--- src/rtl/imm_extend_pipe.sv ---
// Two-stage immediate extender: stage 1 captures {imm, mode}, stage 2 holds
// the extended result. Both stages use valid/ready so back-pressure is absorbed.
module imm_extend_pipe #(
  parameter int IN_W  = 8,
  parameter int OUT_W = 32,
  parameter int SHIFT = 2
) (
  input  logic             clk,
  input  logic             rst,
  input  logic             in_valid,
  output logic             in_ready,
  input  logic [IN_W-1:0]  in_imm,
  input  logic [1:0]       in_mode,
  output logic             out_valid,
  input  logic             out_ready,
  output logic [OUT_W-1:0] out_imm,
  output logic             out_lost
);

  localparam int EXT_W = OUT_W + SHIFT;

  logic             s1_valid_q, s1_valid_d;
  logic [IN_W-1:0]  s1_imm_q, s1_imm_d;
  logic [1:0]       s1_mode_q, s1_mode_d;
  logic             s2_valid_q, s2_valid_d;
  logic [OUT_W-1:0] out_imm_q, out_imm_d;
  logic             out_lost_q, out_lost_d;

  logic             s2_load;
  logic             in_fire;
  logic [OUT_W-1:0] ext_zero;
  logic [OUT_W-1:0] ext_sign;
  logic [OUT_W-1:0] ext_upper;
  logic [EXT_W-1:0] scaled_full;
  logic             scaled_lost;

  assign s2_load = s1_valid_q && (!s2_valid_q || out_ready);
  assign in_ready = !s1_valid_q || s2_load;
  assign in_fire = in_valid && in_ready;

  assign ext_zero    = OUT_W'(s1_imm_q);
  assign ext_upper   = ext_zero << (OUT_W - IN_W);
  assign scaled_full = EXT_W'(s1_imm_q) << SHIFT;

  generate
    if (OUT_W > IN_W) begin : g_sext
      assign ext_sign = {{(OUT_W - IN_W){s1_imm_q[IN_W-1]}}, s1_imm_q};
    end else begin : g_sext_same
      assign ext_sign = s1_imm_q;
    end
  endgenerate

  // Bits above OUT_W only exist when the scale shift is nonzero.
  generate
    if (SHIFT > 0) begin : g_lost
      assign scaled_lost = |scaled_full[EXT_W-1:OUT_W];
    end else begin : g_no_lost
      assign scaled_lost = 1'b0;
    end
  endgenerate

  always_comb begin
    s1_valid_d = s1_valid_q;
    s1_imm_d   = s1_imm_q;
    s1_mode_d  = s1_mode_q;
    if (in_fire) begin
      s1_valid_d = 1'b1;
      s1_imm_d   = in_imm;
      s1_mode_d  = in_mode;
    end else if (s2_load) begin
      s1_valid_d = 1'b0;
    end
  end

  always_comb begin
    s2_valid_d = s2_valid_q;
    out_imm_d  = out_imm_q;
    out_lost_d = out_lost_q;
    if (s2_load) begin
      s2_valid_d = 1'b1;
      out_lost_d = 1'b0;
      case (s1_mode_q)
        2'b00: out_imm_d = ext_zero;
        2'b01: out_imm_d = ext_sign;
        2'b10: begin
          out_imm_d  = scaled_full[OUT_W-1:0];
          out_lost_d = scaled_lost;
        end
        default: out_imm_d = ext_upper;
      endcase
    end else if (out_ready) begin
      s2_valid_d = 1'b0;
    end
  end

  always_ff @(posedge clk or posedge rst) begin
    if (rst) begin
      s1_valid_q <= 1'b0;
      s1_imm_q   <= '0;
      s1_mode_q  <= '0;
      s2_valid_q <= 1'b0;
      out_imm_q  <= '0;
      out_lost_q <= 1'b0;
    end else begin
      s1_valid_q <= s1_valid_d;
      s1_imm_q   <= s1_imm_d;
      s1_mode_q  <= s1_mode_d;
      s2_valid_q <= s2_valid_d;
      out_imm_q  <= out_imm_d;
      out_lost_q <= out_lost_d;
    end
  end

  assign out_valid = s2_valid_q;
  assign out_imm   = out_imm_q;
  assign out_lost  = out_lost_q;

endmodule

--- config.mk ---
export PLATFORM = sky130hd
export DESIGN_NAME = imm_extend_pipe
export DESIGN_NICKNAME = d
export VERILOG_FILES = /design/src/rtl/imm_extend_pipe.sv
export SDC_FILE = /design/constraint.sdc
export NUM_CORES = 1
export LEC_CHECK = 0
export ABC_AREA = 1
export BUFFER_PORTS_ARGS = -buffer_cell sky130_fd_sc_hd__buf_4
export CAP_MARGIN = 20
export CORE_ASPECT_RATIO = 0.9
export CORE_MARGIN = 2
export CORE_UTILIZATION = 50
export CTS_CLUSTER_DIAMETER = 150
export DETAILED_ROUTE_END_ITERATION = 10
export GPL_TIMING_DRIVEN = 0
export PLACE_DENSITY = 0.79
export SETUP_SLACK_MARGIN = 0.15
export SLEW_MARGIN = 20
export SYNTH_ARGS = -nofsm -noshare
export SYNTH_HDL_FRONTEND = slang
export SYNTH_SLANG_ARGS = --single-unit
--- constraint.sdc ---
create_clock -name clk -period 1.48 [get_ports clk]
set_input_delay 0.296 -clock clk [delete_from_list [all_inputs] [get_ports clk]]
set_output_delay 0.296 -clock clk [all_outputs]
set_load 0.02 [all_outputs]
==> run summary <==
Slew HR: 58.9%
Maxcap violations: 0
Worst setup path class: reg -> out
VDD IR max: 0.873 mV
Post-Syn Instances: 189
Count of final hold-check violations: 0
Fin cells: 294
Starting Density: 51.3%
Slew of the pin with the lowest slew margin: 616 ps
Net Switching: 1.07 mW
Cts hold-fix bufs: 0
Metal-1 WL: 1.52 mm
Largest net degree at the start of global routing: 18
Clock Sinks: 31
Worst-path clk slew: 90 ps
Yosys top cell by area: dfrtp_1
I/O pins: 49
Achievable Freq: 0.694 GHz
First-pass DRT Iterations: 4
RSZ-0062 raised after global routing: true
Layout overhead on the synthesized area: 43.4%
CTS Root Cell: clkbuf_4
Commonest cells after routing, fill and taps aside: nand2_1, buf_4, buf_6
Placed insts: 279
Met2 wire len: 1.66 mm
Grt total ovfl: 0
Metal3 WL: 195 um
FILL cells: 244
DP HPWL: 2.32 mm
Power per cell area: 1310 nW/um^2
Sequential fraction of the synthesis area: 50.5%
Final wirelength: 3.41 mm
Total CTS buffers: 5
Clock Skew: 6.31 ps
Layout cells sized above 1: 36.9%
Final period utilization: 97.3%
Die area: 3530 um^2
Sw Share: 37.1%
Setup violations, final: 0
First-pass GRT wire length: 6.09 mm
Hold WS: 44.1 ps
Die Wd: 62.4 um
Fin. max-slew vios: 0
Clock power frac: 14.8%
Combinational power share: 45.2%
Nets: 267
Skew-Pair Late Insertion Delay: 330 ps
Initial DRC count: 40
Via-to-Cell Ratio: 4.71
Most common cell after layout, fill and taps aside: nand2_1
Synth Area per Inst: 8.12 um^2
DP Worst Slack: 237 ps
CP Capture Type: primary output
Initial antenna violation count: 0
Worst Path Max Fanout: 8
WP data required: 1180 ps
GRT Overall Usage: 22.4%
Synth Net Count: 203
YS warnings: 0
Yosys top cell area share: 50.5%
Gpl congestion: 0.818
Synth cell types: 14
Vias in the first global route: 1330
Average wire per standard cell: 11.6 um
DRC: 0
CP arrival: 1140 ps
ANT nets after route: 0
Worst Setup Start Kind: register
HP Class: in -> async
Ranking of synthesized cells by area: dfrtp_1, nand2_1, buf_4, nand3_1, buf_6
Status: complete, no violations
Highest metal used: met4
Die Span Y: 56.6 um
Reg power frac: 40.1%
Clock Path Buffers: 2
PortBufs: 47
Antenna cells: 0
Vias: 1386
Pint: 1.82 mW
Cell Area, Synth: 1540 um^2
CTS tree: built
Htree depth: 2
Min Tclk post-route: 1440 ps
Total power: 2.90 mW
Leakage: 1.26 nW
FP Rows: 19
Core Box Area: 3000 um^2
Final Worst Setup Slack: 40.1 ps
Register bit total from synthesis: 31
## power groups by stage
| stage | Clock [mW] | Sequential, mW | Combinational [mW] |
|---|---|---|---|
| 5_1_grt | 0.483 | 1.18 | 1.42 |
| 3_3_place_gp | 0 | 1.17 | 1.10 |
| 4_1_cts | 0.434 | 1.15 | 1.28 |
| 3_5_place_dp | 0 | 1.18 | 1.12 |
| 2_1_floorplan | 0 | 1.33 | 0.533 |
| 6_report | 0.427 | 1.16 | 1.31 |
## critical path, cell delays in order, from the launching register on
cell and delay, ps:
dfrtp_2 430, buf_6 150, buf_6 120, buf_6 120
## Yosys cell counts, drive strengths merged
cell,number
buf,23
nand2,98
conb,1
o21ai,4
dfrtp,31
nand3,27
inv,5
## routing by layer
| metal | vias up | global-route usage [%] |
|---|---|---|
| met3 | 4 | 6.41 |
| met1 | 634 | 28.1 |
| met4 | 0 | 5.71 |
| met2 | 47 | 38.6 |
| li1 | 701 | - |
| met5 | - | 0 |
## metrics by stage
step	TNS (ps)	area (um^2)	utilization, %
2_1_floorplan	0	1540	-
3_3_place_gp	0	1940	64.8
3_5_place_dp	0	1970	65.7
4_1_cts	0	2160	72.3
5_1_grt	-14.7	2200	73.5
6_report	0	2200	73.5
## what timing repair did
action / in CTS / in global routing
setup buffers: 7 / 2
pin swaps: 1 / 1
setup endpoints to repair: 15 / 16
resized for setup: 30 / 6
## worst paths after layout
| kind | end | from | slack, ps | cells after the start |
|---|---|---|---|---|
| worst min register to register | out_imm[8]$_DFFE_PP0P_ | out_imm[8]$_DFFE_PP0P_ | 490 | 2 |
| worst min-delay path | out_imm[7]$_DFFE_PP0P_ | rst | 40 | 2 |
| worst max register to register | out_imm[26]$_DFFE_PP0P_ | out_valid$_DFFE_PP0P_ | 230 | 7 |
| min in group clk | s1_imm_q[2]$_DFFE_PP0P_ | in_imm[2] | 190 | 3 |
| worst max-delay path | out_imm[21] | out_imm[23]$_DFFE_PP0P_ | 40 | 3 |
| max in group asynchronous | out_imm[23]$_DFFE_PP0P_ | rst | 940 | 3 |
## registers in the layout, indices dropped and copies added, names as in the netlist
name	cells
out_imm	19
out_valid	1
s1_imm_q	8
s1_mode_q	2
s1_valid_q	1
## logic make-up after synthesis
logic type             Yosys count  synth area share, %
and+or+nand+nor                125                 34.7
DFF                             31                 50.5
buffers and inverters           28                 13.2
AOI/OAI and AO/OA                4                 1.30
other                            1                0.244
## cell type report
type / count / area (um^2) / area share [%]
buffer: 23 / 231 / 10.5
clock buffer: 6 / 41.3 / 1.88
inverter: 5 / 23.8 / 1.08
multi-input combinational: 130 / 557 / 25.3
sequential: 31 / 777 / 35.3
tap: 42 / 52.6 / 2.39
timing repair buffer: 57 / 519 / 23.6
Power figures use the tool's default switching activity.
